$ cat src/rtl/imem_loader.sv
// Byte-stream instruction-memory programmer: length-prefixed bytes -> little-endian 32-bit writes.
// Optional trailing XOR checksum byte when IMEM_LOADER_CHECKSUM_EN is defined.
module imem_loader #(
  parameter int DEPTH  = 82,
  parameter int ADDR_W = 7
) (
  input  logic              clk,
  input  logic              rst,
  input  logic              Start,
  input  logic [7:0]        ByteIn,
  input  logic              ByteValid,
  output logic              ByteReady,
  output logic              WrEn,
  output logic [ADDR_W-1:0] WrAddr,
  output logic [31:0]       WrData,
  output logic              CpuHold,
  output logic              Done,
  output logic              Error,
  output logic [15:0]       WordCount
);

  typedef enum logic [2:0] {
    S_IDLE,
    S_LEN_LO,
    S_LEN_HI,
    S_DATA,
    S_WRITE,
    S_DONE,
    S_ERR
`ifdef IMEM_LOADER_CHECKSUM_EN
    , S_CHK
`endif
  } state_e;

  localparam logic [15:0]       DEPTH_N  = 16'(DEPTH);
  localparam logic [ADDR_W-1:0] ADDR_ONE = ADDR_W'(1);

  state_e              state_q, state_d;
  logic [15:0]         n_q, n_d;
  logic [1:0]          idx_q, idx_d;
  logic [31:0]         data_q, data_d;
  logic [ADDR_W-1:0]   addr_q, addr_d;
  logic [15:0]         count_q, count_d;
  logic                hold_q, hold_d;
  logic                done_q, done_d;
  logic                err_q, err_d;
  logic                ready_q, ready_d;
  logic                wr_en_q, wr_en_d;
`ifdef IMEM_LOADER_CHECKSUM_EN
  logic [7:0]          chk_q, chk_d;
`endif

  logic        xfer;
  logic [15:0] len_full;

  assign xfer     = ByteValid && ready_q;
  assign len_full = {ByteIn, n_q[7:0]};

  always_comb begin
    // NOTE: every variable gets a default before the case so no path leaves it unassigned (no latches).
    state_d = state_q;
    n_d     = n_q;
    idx_d   = idx_q;
    data_d  = data_q;
    addr_d  = addr_q;
    count_d = count_q;
    hold_d  = hold_q;
    done_d  = done_q;
    err_d   = err_q;
`ifdef IMEM_LOADER_CHECKSUM_EN
    chk_d   = chk_q;
`endif

    case (state_q)
      S_IDLE, S_DONE, S_ERR: begin
        if (Start) begin
          state_d = S_LEN_LO;
          done_d  = 1'b0;
          err_d   = 1'b0;
          count_d = '0;
          idx_d   = '0;
          addr_d  = '0;
          hold_d  = 1'b1;
`ifdef IMEM_LOADER_CHECKSUM_EN
          chk_d   = '0;
`endif
        end
      end
      S_LEN_LO: begin
        if (xfer) begin
          n_d[7:0] = ByteIn;
          state_d  = S_LEN_HI;
        end
      end
      S_LEN_HI: begin
        if (xfer) begin
          n_d[15:8] = ByteIn;
          // Rejecting oversize lengths here is what keeps WrAddr inside the memory.
          if (len_full == 16'd0 || len_full > DEPTH_N) begin
            state_d = S_ERR;
            err_d   = 1'b1;
            hold_d  = 1'b0;
          end else begin
            state_d = S_DATA;
          end
        end
      end
      S_DATA: begin
        if (xfer) begin
          data_d = {ByteIn, data_q[31:8]};
          idx_d  = idx_q + 2'd1;
`ifdef IMEM_LOADER_CHECKSUM_EN
          chk_d  = chk_q ^ ByteIn;
`endif
          if (idx_q == 2'd3) state_d = S_WRITE;
        end
      end
      S_WRITE: begin
        addr_d  = addr_q + ADDR_ONE;
        count_d = count_q + 16'd1;
        idx_d   = '0;
        if (count_q + 16'd1 == n_q) begin
`ifdef IMEM_LOADER_CHECKSUM_EN
          state_d = S_CHK;
`else
          state_d = S_DONE;
          done_d  = 1'b1;
          hold_d  = 1'b0;
`endif
        end else begin
          state_d = S_DATA;
        end
      end
`ifdef IMEM_LOADER_CHECKSUM_EN
      S_CHK: begin
        if (xfer) begin
          hold_d = 1'b0;
          if (ByteIn == chk_q) begin
            state_d = S_DONE;
            done_d  = 1'b1;
          end else begin
            state_d = S_ERR;
            err_d   = 1'b1;
          end
        end
      end
`endif
      default: state_d = S_IDLE;
    endcase

    // Handshake and write strobe are decoded from the next state so they leave flops.
    ready_d = 1'b0;
    case (state_d)
      S_LEN_LO, S_LEN_HI, S_DATA: ready_d = 1'b1;
`ifdef IMEM_LOADER_CHECKSUM_EN
      S_CHK:                      ready_d = 1'b1;
`endif
      default:                    ready_d = 1'b0;
    endcase
    wr_en_d = (state_d == S_WRITE);
  end

  always_ff @(posedge clk) begin
    // NOTE: non-blocking assignments so every flop samples pre-edge values regardless of statement order.
    if (rst) begin
      state_q <= S_IDLE;
      n_q     <= '0;
      idx_q   <= '0;
      data_q  <= '0;
      addr_q  <= '0;
      count_q <= '0;
      hold_q  <= 1'b0;
      done_q  <= 1'b0;
      err_q   <= 1'b0;
      ready_q <= 1'b0;
      wr_en_q <= 1'b0;
`ifdef IMEM_LOADER_CHECKSUM_EN
      chk_q   <= '0;
`endif
    end else begin
      state_q <= state_d;
      n_q     <= n_d;
      idx_q   <= idx_d;
      data_q  <= data_d;
      addr_q  <= addr_d;
      count_q <= count_d;
      hold_q  <= hold_d;
      done_q  <= done_d;
      err_q   <= err_d;
      ready_q <= ready_d;
      wr_en_q <= wr_en_d;
`ifdef IMEM_LOADER_CHECKSUM_EN
      chk_q   <= chk_d;
`endif
    end
  end

  assign ByteReady = ready_q;
  assign WrEn      = wr_en_q;
  assign WrAddr    = addr_q;
  assign WrData    = data_q;
  assign CpuHold   = hold_q;
  assign Done      = done_q;
  assign Error     = err_q;
  assign WordCount = count_q;

endmodule

$ cat config.mk
export PLATFORM = sky130hd
export DESIGN_NAME = imem_loader
export DESIGN_NICKNAME = d
export VERILOG_FILES = /design/src/rtl/imem_loader.sv
export SDC_FILE = /design/constraint.sdc
export NUM_CORES = 1
export LEC_CHECK = 0
export ABC_AREA = 1
export BUFFER_PORTS_ARGS = -buffer_cell sky130_fd_sc_hd__buf_2
export CELL_PAD_IN_SITES_DETAIL_PLACEMENT = 1
export CELL_PAD_IN_SITES_GLOBAL_PLACEMENT = 2
export CORE_UTILIZATION = 30
export DETAILED_ROUTE_END_ITERATION = 6
export GPL_TIMING_DRIVEN = 0
export PLACE_DENSITY = 0.77
export SYNTH_ARGS = -nofsm -noshare
export SYNTH_HDL_FRONTEND = slang
export SYNTH_SLANG_ARGS = --single-unit
$ cat constraint.sdc
create_clock -name clk -period 1.95 [get_ports clk]
set_input_delay 0 -clock clk [delete_from_list [all_inputs] [get_ports clk]]
set_output_delay 0 -clock clk [all_outputs]
set_load 0.03 [all_outputs]
==> metrics.md, run 1 <==
| Metric | Value |
|---|---|
| Run status | `complete, but fails checks` |
| Failing checks | `negative setup slack` |
| DR iter-0 viols | `160` |
| Non-Filler Instances | `851` |
| Core area | `12600 um2` |
| Routed wire length | `13.2 mm` |
| Sequential cell area fraction in the yosys report | `0.417` |
| Unrepaired setup endpoints after global routing | `true` |
| Clock sinks | `81` |
| Setup slack after layout | `-0.0346 ns` |
| Number of diodes | `0` |
| Nets | `689` |
| Critical Path AT | `2.22 ns` |
| Clk_lat worst skew | `0.34 ns` |
| Detailed-route DRC error count | `0` |
| Placed cells | `814` |
| GRT overflow | `0` |
| First-pass GRT wire length | `21.0 mm` |
| PwrDens | `802 nW/um2` |
| Syn-to-layout area delta | `32.1%` |
| Reg-to-Reg Start | `WordCount[1]` |
| Post-synth net total | `586` |
| Final instance area | `5140 um2` |
| Post-placement cell area | `4460 um2` |
| Final setup fails | `4` |
| Max_slew headroom | `0.554` |
| Port Buffers | `71` |
| # IOs | `72` |
| Pin slew with the least headroom to its limit | `0.669 ns` |
| CP max FO | `5` |
| VDD IR max | `0.000446 V` |
| H-tree levels | `3` |
| First-pass DRT Iterations | `4` |
| Antenna violations before repair | `0` |
| FILL cells | `1639` |
| Final-report max-slew violation count | `0` |
| Count of different cell masters after synthesis | `33` |
| Max Root-Sink Buffers | `2` |
| YS warnings | `0` |
| Final hold viol count | `0` |
| Clock Skews | `0.00708 ns` |
| Minimum clock period | `1.98 ns` |
| Std-Cell Rows | `41` |
| DIE AREA | `13400 um2` |
| Worst Path Required | `2.18 ns` |
| Via Count | `4165` |
| Num CTS Buffers | `9` |
| WS Path Type | `register to register` |
| Startpoint class of the critical path | `register` |
| Gr usage total | `0.206` |
| Syn Area/Cell | `6.81 um2` |
| F_max | `504 MHz` |
| TritonCTS clock tree | `yes` |
| HP Class | `input port to register` |
| Largest net degree at the start of global routing | `14` |
| Clock Tree Root | `clkbuf_16` |
| Final antenna-violating net count | `0` |
| Overall power | `4120 uW` |
| Number of global-route vias before repair | `4191` |
| Hold Path Origin | `Start` |
| Die Span Y | `116 um` |
| Via/cell ratio | `4.89` |
| Multi-input logic area | `2160 um2` |
| Tcrit/Tclk final | `1.02` |
| Clock-pin slew on the worst setup and hold paths | `0.06 ns` |
| Mapped Cells | `571` |
| Post-DP HPWL | `9.72 mm` |
| Crit. End Element | `register` |
| Leakage power | `0.00238 uW` |
| DR WL/cell | `15.5 um` |
| Die X | `116 um` |
| Sequential Area | `1650 um2` |
| Initial Util | `0.308` |
| Pre-CTS setup slack | `-0.248 ns` |
| FF+latch count, synth | `81` |
| Layout cells sized above 1 | `0.242` |
| Crit path from | `WordCount[1]` |
| Routability cong. | `0.837` |
| Cell Area, Synth | `3890 um2` |
| MaxCap Viol Count | `0` |
==> worst max-delay path, cell delays in order (launching register included) <==
cell      delay (ns)
dfxtp_4         0.38
buf_4           0.12
nand2_4         0.05
nor2_8          0.17
buf_6           0.14
nand2_2         0.05
nand3b_1        0.08
nand2_1         0.06
nor2_2          0.12
nand3_2         0.11
nor2_4          0.16
nand4_1         0.20
nand3_1         0.15
nor2_1          0.05
==> flip-flops by register name, summed over array words and instances, names as in the netlist <==
register   count
Done           1
WrData        32
idx_q          2
WrAddr         7
state_q        3
WrEn           1
CpuHold        1
ByteReady      1
Error          1
n_q           16
WordCount     16
==> metal layers <==
| metal | part of all wire | vias up | global-route usage |
|---|---|---|---|
| met2 | 0.49 | 76 | 0.360 |
| met1 | 0.46 | 1984 | 0.249 |
| met5 | 0 | - | 0 |
| li1 | - | 2080 | - |
| met4 | 0.028 | 0 | 0.0949 |
| met3 | 0.031 | 25 | 0.0288 |
==> cells by family after synthesis <==
family                     Yosys count  synth area share
and+or+nand+nor                    305             0.342
buffers and inverters               68            0.0663
AOI/OAI and AO/OA                  109             0.149
xor gates and xnor gates             5            0.0151
adders and majority gates            3           0.00966
DFF                                 81             0.417
==> final cells by class <==
cell class                 instances  area share
clock inverter                     4      0.0102
timing repair buffer              93       0.107
tap                              172      0.0419
clock buffer                      12      0.0480
inverter                          47      0.0343
buffer                            20      0.0168
sequential                        81       0.322
multi-input combinational        422       0.420
==> worst paths after layout <==
check                    to  slack [ns]  depth (start not counted)
setup / recovery  ByteReady       -0.03                         13
hold / removal        Error        0.04                          4
setup reg to reg  ByteReady       -0.03                         13
hold reg to reg     CpuHold        0.46                          2
==> repair_timing <==
item,CTS,global route
pin swaps,8,26
hold buffers,8,0
endpoints found under the hold margin,12,0
gates cloned,0,0
setup endpoints to repair,56,64
resized for setup,26,42
buffers inserted,9,5
==> where the power goes <==
part | switching, uW | internal (uW)
Clock | 699 | 1030
Combinational | 428 | 202
Sequential | 53.0 | 1710
Total | 1180 | 2940
==> cells in the final DEF, fill, tap and decap left out, types with 2 or more instances in the layout <==
| cell type | instances |
|---|---|
| nand2_1 | 106 |
| nor2_1 | 102 |
| buf_2 | 71 |
| dfxtp_1 | 69 |
| o21ai_0 | 55 |
| inv_1 | 43 |
| a21oi_1 | 43 |
| nand3_1 | 40 |
| clkbuf_1 | 15 |
| buf_4 | 13 |
| nand2_2 | 9 |
| nand3_2 | 9 |
| clkbuf_16 | 9 |
| nor2_2 | 8 |
| dlygate4sd3_1 | 8 |
| dfxtp_4 | 7 |
| nor2_4 | 7 |
| nand4_1 | 7 |
| dfxtp_2 | 5 |
| nand2_4 | 5 |
| nand3b_1 | 5 |
| inv_2 | 4 |
| clkbuf_2 | 3 |
| nor3_1 | 3 |
| clkinvlp_4 | 3 |
| buf_1 | 2 |
| a211oi_1 | 2 |
| nor2_8 | 2 |
| xor2_1 | 2 |
| xnor2_1 | 2 |
| o21bai_1 | 2 |
| nor4_1 | 2 |
| ha_1 | 2 |
| buf_6 | 2 |
==> metrics by stage <==
step                hold slack [ns]  utilization  setup TNS, ns
floorplan                     0.135            -              0
global placement              0.299        0.353          -2.50
detailed placement            0.314        0.353          -4.95
CTS                          0.0418        0.395        -0.0462
global route                 0.0771        0.407         -0.830
finish                       0.0386        0.407        -0.0943
==> cell usage after synthesis <==
master | count | area, um2
a22oi_1 | 1 | 7.51
a21boi_0 | 1 | 7.51
nand4_1 | 7 | 43.8
nand2_2 | 4 | 25.0
nor2_4 | 2 | 22.5
nor3_1 | 3 | 15.0
inv_2 | 3 | 11.3
nand3_1 | 49 | 245
a21oi_2 | 1 | 8.76
ha_1 | 3 | 37.5
o211ai_1 | 1 | 7.51
nor2_1 | 112 | 420
o21ai_0 | 55 | 275
xor3_1 | 1 | 23.8
o21bai_1 | 2 | 15.0
nor2_2 | 3 | 18.8
inv_1 | 44 | 165
nand2_4 | 2 | 22.5
nand3b_1 | 5 | 37.5
xnor2_1 | 2 | 17.5
nor4_1 | 2 | 12.5
buf_1 | 1 | 3.75
a2111oi_0 | 1 | 8.76
buf_2 | 2 | 10.0
o21bai_2 | 1 | 11.3
xor2_1 | 2 | 17.5
clkbuf_1 | 18 | 67.6
a211oi_1 | 2 | 15.0
nand2_1 | 114 | 428
a221oi_1 | 1 | 8.76
nor2_8 | 2 | 40.0
dfxtp_1 | 81 | 1620
a21oi_1 | 43 | 215
(Power assumes the default switching activity.)
==> run 2: changes to the inputs <==
==> constraint.sdc (replaced) <==
create_clock -name clk -period 1.95 [get_ports clk]
set_input_delay 0.0975 -clock clk [delete_from_list [all_inputs] [get_ports clk]]
set_output_delay 0.0975 -clock clk [all_outputs]
set_load 0.03 [all_outputs]
==> run 2 against run 1 <==
The run still ends with negative setup slack left; final cell count is 0.94% lower; via count down 0.96%; sequential share of layout area up 0.51 points; clock power about the same.
==> metrics.md, run 2 (synthesis results as in run 1) <==
| Metric | Value |
|---|---|
| Routed wire length | `13.1 mm (-0.67%)` |
| Number of global-route vias before repair | `4148 (-1.0%)` |
| CP max FO | `5 (unchanged)` |
| GRT overflow | `0 (unchanged)` |
| WS Path Type | `register to register` |
| Leakage power | `0.00235 uW (-1.4%)` |
| Minimum clock period | `1.98 ns (+0.000337 ns)` |
| Min Hold Slack | `0.0557 ns (+0.0171 ns)` |
| Setup slack after layout | `-0.0349 ns (-0.000337 ns)` |
| Num CTS Buffers | `9 (unchanged)` |
| DR WL/cell | `15.6 um (+0.28%)` |
| Initial Util | `0.308 (unchanged)` |
| Die X | `116 um (unchanged)` |
| R2R depth | `13 (unchanged)` |
| Clock-pin slew on the worst setup and hold paths | `0.06 ns (about the same)` |
| PwrDens | `812 nW/um2 (+1.2%)` |
| Layout cells sized above 1 | `0.244 (+0.00288)` |
| Met1 Use GR | `0.248 (-0.00129)` |
| Placed cells | `814 (unchanged)` |
| Detailed-route DRC error count | `0 (unchanged)` |
| Via/cell ratio | `4.89 (about the same)` |
| Clock Tree Root | `clkbuf_16` |
| First-pass DRT Iterations | `4 (unchanged)` |
| Nets | `681 (-1.2%)` |
| First-pass GRT wire length | `20.9 mm (-0.53%)` |
| Startpoint class of the critical path | `register` |
| Flop-to-flop setup slack | `-0.03 ns (about the same)` |
| Via Count | `4125 (-0.96%)` |
| Unrepaired setup endpoints after global routing | `true` |
| Clk_lat worst skew | `0.34 ns (about the same)` |
| Clock Skews | `0.00718 ns (+0.0000994 ns)` |
| Pin slew with the least headroom to its limit | `0.678 ns (+0.00867 ns)` |
| Post-DP HPWL | `9.72 mm (unchanged)` |
| Capture point of the worst reg-to-reg path | `ByteReady` |
| Syn-to-layout area delta | `30.1%` |
| Commonest non-fill, non-tap cells in the layout | `nand2_1 (106), nor2_1 (102), buf_2 (71)` |
| Most common cell after layout, fill and taps aside | `nand2_1` |
| Antenna violations before repair | `0 (unchanged)` |
| GR peak layer | `met2` |
| Port Buffers | `71 (unchanged)` |
| Global Route met2 Usage | `0.357 (-0.00317)` |
| Hold Path Origin | `ByteIn[7]` |
| CP Cell Sequence | `buf_4 -> nand2_4 -> nor2_8 -> buf_6 -> nand2_2 -> nand3b_1 -> nand2_1 -> nor2_2 -> nand3_2 -> nor2_4 -> nand4_1 -> nand3_1 -> nor2_1` |
| Max Root-Sink Buffers | `2 (unchanged)` |
| Reg-to-Reg Start | `WordCount[1]` |
| DR iter-0 viols | `138 (-14%)` |
| Failing checks | `negative setup slack` |
| Gr usage total | `0.205 (-0.000669)` |
| FILL cells | `1641 (+0.12%)` |
| Final setup fails | `4 (unchanged)` |
| Std-Cell Rows | `41 (unchanged)` |
| Overall power | `4110 uW (-0.36%)` |
| Largest register FFs | `32 (unchanged)` |
| Largest stage delay, worst path | `0.38 ns (about the same)` |
| H-tree levels | `3 (unchanged)` |
| Run status | `complete, but fails checks` |
| Hold path endpoint | `WrData[31]` |
| Final-report max-slew violation count | `0 (unchanged)` |
| Non-Filler Instances | `843 (-0.94%)` |
| Max_slew headroom | `0.548 (-0.00578)` |
| TritonCTS clock tree | `yes` |
| Clock sinks | `81 (unchanged)` |
| HP Class | `input port to register` |
| Met3 GRT Util | `0.0319 (+0.00314)` |
| Fin util | `0.401 (-0.00635)` |
| Final antenna-violating net count | `0 (unchanged)` |
| MaxCap Viol Count | `0 (unchanged)` |
| Worst Path Buf+Inv | `2 (unchanged)` |
| Final hold viol count | `0 (unchanged)` |
| Core area | `12600 um2 (unchanged)` |
| Critical Path AT | `2.22 ns (about the same)` |
| Die Span Y | `116 um (unchanged)` |
| VDD IR max | `0.000445 V (-0.23%)` |
| Tcrit/Tclk final | `1.02 (about the same)` |
| Hold path depth | `3 (-1)` |
| Pre-CTS setup slack | `-0.248 ns (unchanged)` |
| Routability cong. | `0.837 (unchanged)` |
| Worst Path Required | `2.18 ns (about the same)` |
| CP top delay family | `simple AND/OR/NAND/NOR gates` |
| Crit. End Element | `register` |
| # IOs | `72 (unchanged)` |
| Slowest CP cell | `dfxtp_4` |
| Number of diodes | `0 (unchanged)` |
| Largest net degree at the start of global routing | `14 (unchanged)` |
| F_max | `504 MHz (about the same)` |
| DIE AREA | `13400 um2 (unchanged)` |
==> run 2: cell count changes in the layout (fill, tap and decap cells not counted), sizes merged <==
cell         change
dlygate4sd3      -8
==> run 2: power breakdown <==
group          leakage (uW)  total (uW)  switching, uW  internal, uW
clock              0.000135        1730            698          1030
sequential         0.000662        1760           53.0          1710
combinational       0.00155         616            425           191
total               0.00235        4110           1180          2930
==> run 2: routing by layer <==
layer | vias to the layer above | routed length [um]
met4 | 0 | 352
met1 | 1954 | 5930
met5 | - | 0
met2 | 83 | 6350
li1 | 2064 | -
met3 | 24 | 494
==> run 2: timing repair <==
item / in CTS / in global routing
hold buffers: 0 / 0
resized for setup: 26 / 42
endpoints found under the setup margin: 56 / 64
endpoints found under the hold margin: 0 / 0
buffers inserted: 9 / 5
pin swaps: 8 / 26
==> run 2: worst reg2reg max path, delay by kind of cell, from the launching register on <==
| kind | cells | cell delay (ns) |
|---|---|---|
| buf+inv | 2 | 0.27 |
| simple gates | 11 | 1.22 |
| flops | 1 | 0.38 |
==> run 2: final cells by class <==
cell class                 count  area [um2]  area share
clock buffer                  12         246      0.0488
tap                          172         215      0.0426
multi-input combinational    422        2160       0.427
sequential                    81        1650       0.327
buffer                        20        86.3      0.0171
clock inverter                 4        52.6      0.0104
inverter                      47         176      0.0349
timing repair buffer          85         468      0.0926
==> run 2: how the worst max path moves through the flow <==
| stage | to | slack, ns | cells after the start | startpoint |
|---|---|---|---|---|
| 3_3_place_gp | ByteReady | -0.23 | 14 | WordCount[0] |
| 6_report | ByteReady | -0.03 | 13 | WordCount[1] |
| 4_1_cts | ByteReady | -0.03 | 16 | WordCount[1] |
| 3_5_place_dp | ByteReady | -0.25 | 14 | WordCount[0] |
| 5_1_grt | ByteReady | -0.18 | 13 | WordCount[1] |
| 2_1_floorplan | ByteReady | 0.06 | 15 | WordCount[3] |
==> run 2: stage by stage <==
step           TNS [ns]  area, um2
2_1_floorplan         0       3890
3_3_place_gp      -2.50       4460
3_5_place_dp      -4.95       4460
4_1_cts         -0.0462       4910
5_1_grt          -0.830       5060
6_report        -0.0990       5060
==> run 3: changes to the inputs <==
--- a/config.mk
+++ b/config.mk
@@ -12,7 +12,7 @@
 export CORE_UTILIZATION = 30
 export DETAILED_ROUTE_END_ITERATION = 6
 export GPL_TIMING_DRIVEN = 0
-export PLACE_DENSITY = 0.77
+export PLACE_DENSITY_LB_ADDON = 0.15
 export SYNTH_ARGS = -nofsm -noshare
 export SYNTH_HDL_FRONTEND = slang
 export SYNTH_SLANG_ARGS = --single-unit
==> run 3 against run 2 <==
The run still ends with negative setup slack left; clock skew is 0.00055 ns higher; register-to-register slack hardly changed; final cell count is 0.12% higher; clock-buffer cell count is 1 lower; highest routed layer unchanged; largest power group is now the clock network; global-route usage is 1.1 points higher; sequential share of layout area is 0.25 points lower; clock power is 9% higher; sequential cell count stayed put; largest cell class unchanged; wire length is 2.4% higher; final area is 0.40% higher.
==> metrics.md, run 3 (synthesis results as in run 1) <==
| Metric | Value |
|---|---|
| Syn-to-layout area delta | `30.6%` |
| Setup slack after layout | `-0.0371 ns (-0.00216 ns)` |
| Failing checks | `negative setup slack` |
| Final instance area | `5080 um2 (+0.40%)` |
| First-pass GRT wire length | `21.9 mm (+4.5%)` |
| WS Path Type | `register to register` |
| Capture point of the worst reg-to-reg path | `ByteReady` |
| Tcrit/Tclk final | `1.02 (+0.00111)` |
| Antenna violations before repair | `0 (unchanged)` |
| Crit. End Element | `register` |
| Pin slew with the least headroom to its limit | `0.677 ns (-0.00106 ns)` |
| Run status | `complete, but fails checks` |
| Via Count | `4138 (+0.32%)` |
| Most common cell after layout, fill and taps aside | `nand2_1` |
| MaxCap Viol Count | `0 (unchanged)` |
| Overall power | `4270 uW (+4.0%)` |
| Clock Tree Root | `clkbuf_16` |
| Gr usage total | `0.216 (+0.0107)` |
| Startpoint class of the critical path | `register` |
| Nets | `682 (+0.15%)` |
| # IOs | `72 (unchanged)` |
| Final antenna-violating net count | `0 (unchanged)` |
| Number of global-route vias before repair | `4306 (+3.8%)` |
| F_max | `503 MHz (-0.11%)` |
| Die Span Y | `116 um (unchanged)` |
| DIE AREA | `13400 um2 (unchanged)` |
| Die X | `116 um (unchanged)` |
| Clk_lat worst skew | `0.35 ns (about the same)` |
| DR iter-0 viols | `128 (-7.2%)` |
| R2R depth | `13 (unchanged)` |
| Max Root-Sink Buffers | `2 (unchanged)` |
| Largest stage delay, worst path | `0.38 ns (about the same)` |
| Final setup fails | `3 (-1)` |
| Leakage power | `0.00236 uW (+0.57%)` |
| Reg-to-Reg Start | `WordCount[0]` |
| Worst Path Required | `2.20 ns (+0.02 ns)` |
| HP Class | `input port to register` |
| TritonCTS clock tree | `yes` |
| Via/cell ratio | `4.90 (+0.20%)` |
| Std-Cell Rows | `41 (unchanged)` |
| Detailed-route DRC error count | `0 (unchanged)` |
| Post-placement cell area | `4460 um2 (unchanged)` |
| Clock Skews | `0.00773 ns (+0.000553 ns)` |
| H-tree levels | `3 (unchanged)` |
| Clock sinks | `81 (unchanged)` |
| Largest register FFs | `32 (unchanged)` |
| Core area | `12600 um2 (unchanged)` |
| Slowest CP cell | `dfxtp_4` |
| Routability cong. | `0.818 (-2.2%)` |
| Routed wire length | `13.4 mm (+2.4%)` |
| Post-DP HPWL | `9.93 mm (+2.2%)` |
| Critical Path AT | `2.23 ns (about the same)` |
| Hold path depth | `3 (unchanged)` |
| CP Cell Sequence | `ha_4 -> nand2_2 -> nor2_4 -> buf_6 -> nand3_4 -> xor3_1 -> nand2_1 -> nor2_2 -> nand3_2 -> nand2_4 -> nand2_2 -> nor2_2 -> nor2_1` |
| First-pass DRT Iterations | `4 (unchanged)` |
| TNS Setup | `-0.0944 ns (+0.00456 ns)` |
| Commonest non-fill, non-tap cells in the layout | `nand2_1 (105), nor2_1 (103), buf_2 (71)` |
| Unrepaired setup endpoints after global routing | `true` |
| Max_slew headroom | `0.549 (+0.000708)` |
| Flop-to-flop setup slack | `-0.04 ns (about the same)` |
| Largest net degree at the start of global routing | `14 (unchanged)` |
| FILL cells | `1677 (+2.2%)` |
| Hold path endpoint | `WrData[24]` |
| GRT overflow | `0 (unchanged)` |
| Number of diodes | `0 (unchanged)` |
| Hold Path Origin | `ByteIn[0]` |
| Final-report max-slew violation count | `0 (unchanged)` |
| Clock-pin slew on the worst setup and hold paths | `0.06 ns (about the same)` |
| CP max FO | `7 (+2)` |
| Num CTS Buffers | `9 (unchanged)` |
| Final hold viol count | `0 (unchanged)` |
| Port Buffers | `71 (unchanged)` |
| DR WL/cell | `15.9 um (+2.2%)` |
| VDD IR max | `0.000464 V (+4.3%)` |
| Layout cells sized above 1 | `0.249 (+0.00410)` |
| Cts-stage hold buffer count | `0 (unchanged)` |
| Initial Util | `0.308 (unchanged)` |
| PwrDens | `841 nW/um2 (+3.6%)` |
| Minimum clock period | `1.99 ns (+0.00216 ns)` |
==> run 3: cell type report <==
type                    instances  area, um2  area share
well taps                     172        215      0.0424
plain buffers                  20       87.6      0.0173
clock buffers                  11        243      0.0478
repair buffers                 85        464      0.0914
multi-input cells             423       2160       0.426
flip-flops and latches         81       1650       0.325
inverters                      47        176      0.0348
clock inverters                 5       78.8      0.0155
==> run 3: power by group <==
group / switching (uW) / leakage (uW) / internal, uW
Combinational: 428 / 0.00154 / 191
Sequential: 54.8 / 0.000662 / 1710
Clock: 729 / 0.000159 / 1160
==> run 3: timing repair <==
item,CTS,global route
endpoints found under the setup margin,57,61
pin swaps,11,13
cloned,0,1
resized for setup,30,33
buffers inserted,12,2
==> run 3: how the worst max path moves through the flow <==
stage / startpoint / endpoint / slack [ns] / depth (start not counted)
floorplan: WordCount[3] / ByteReady / 0.06 / 15
global placement: state_q[2] / WrData[9] / -0.20 / 8
detailed placement: state_q[2] / WrAddr[4] / -0.25 / 6
CTS: WordCount[0] / ByteReady / 0.002 / 14
global route: WordCount[0] / ByteReady / -0.16 / 13
finish: WordCount[0] / ByteReady / -0.04 / 13
==> run 3: worst max-delay path, delay by kind of cell (launching register included) <==
family | cells | cell delay (ns)
adder cells (fa/ha/maj) | 1 | 0.15
flip-flops | 1 | 0.38
buffers and inverters | 1 | 0.14
AND/OR/NAND/NOR | 10 | 0.97
XOR/XNOR | 1 | 0.22
==> run 3: through the flow <==
step                 util  instances  setup slack [ns]  hold slack (ns)
detailed placement  0.353        814            -0.252            0.406
global route        0.402        844            -0.159           0.0578
CTS                 0.393        842           0.00152           0.0387
floorplan               -        571            0.0606            0.232
finish              0.402        844           -0.0371           0.0450
global placement    0.353        814            -0.197            0.398
==> run 3: metal layers <==
metal / vias up / track usage / share of wire
met5: - / 0 / 0
met3: 24 / 0.0523 / 0.039
li1: 2059 / - / -
met2: 72 / 0.371 / 0.49
met1: 1983 / 0.256 / 0.44
met4: 0 / 0.0915 / 0.028
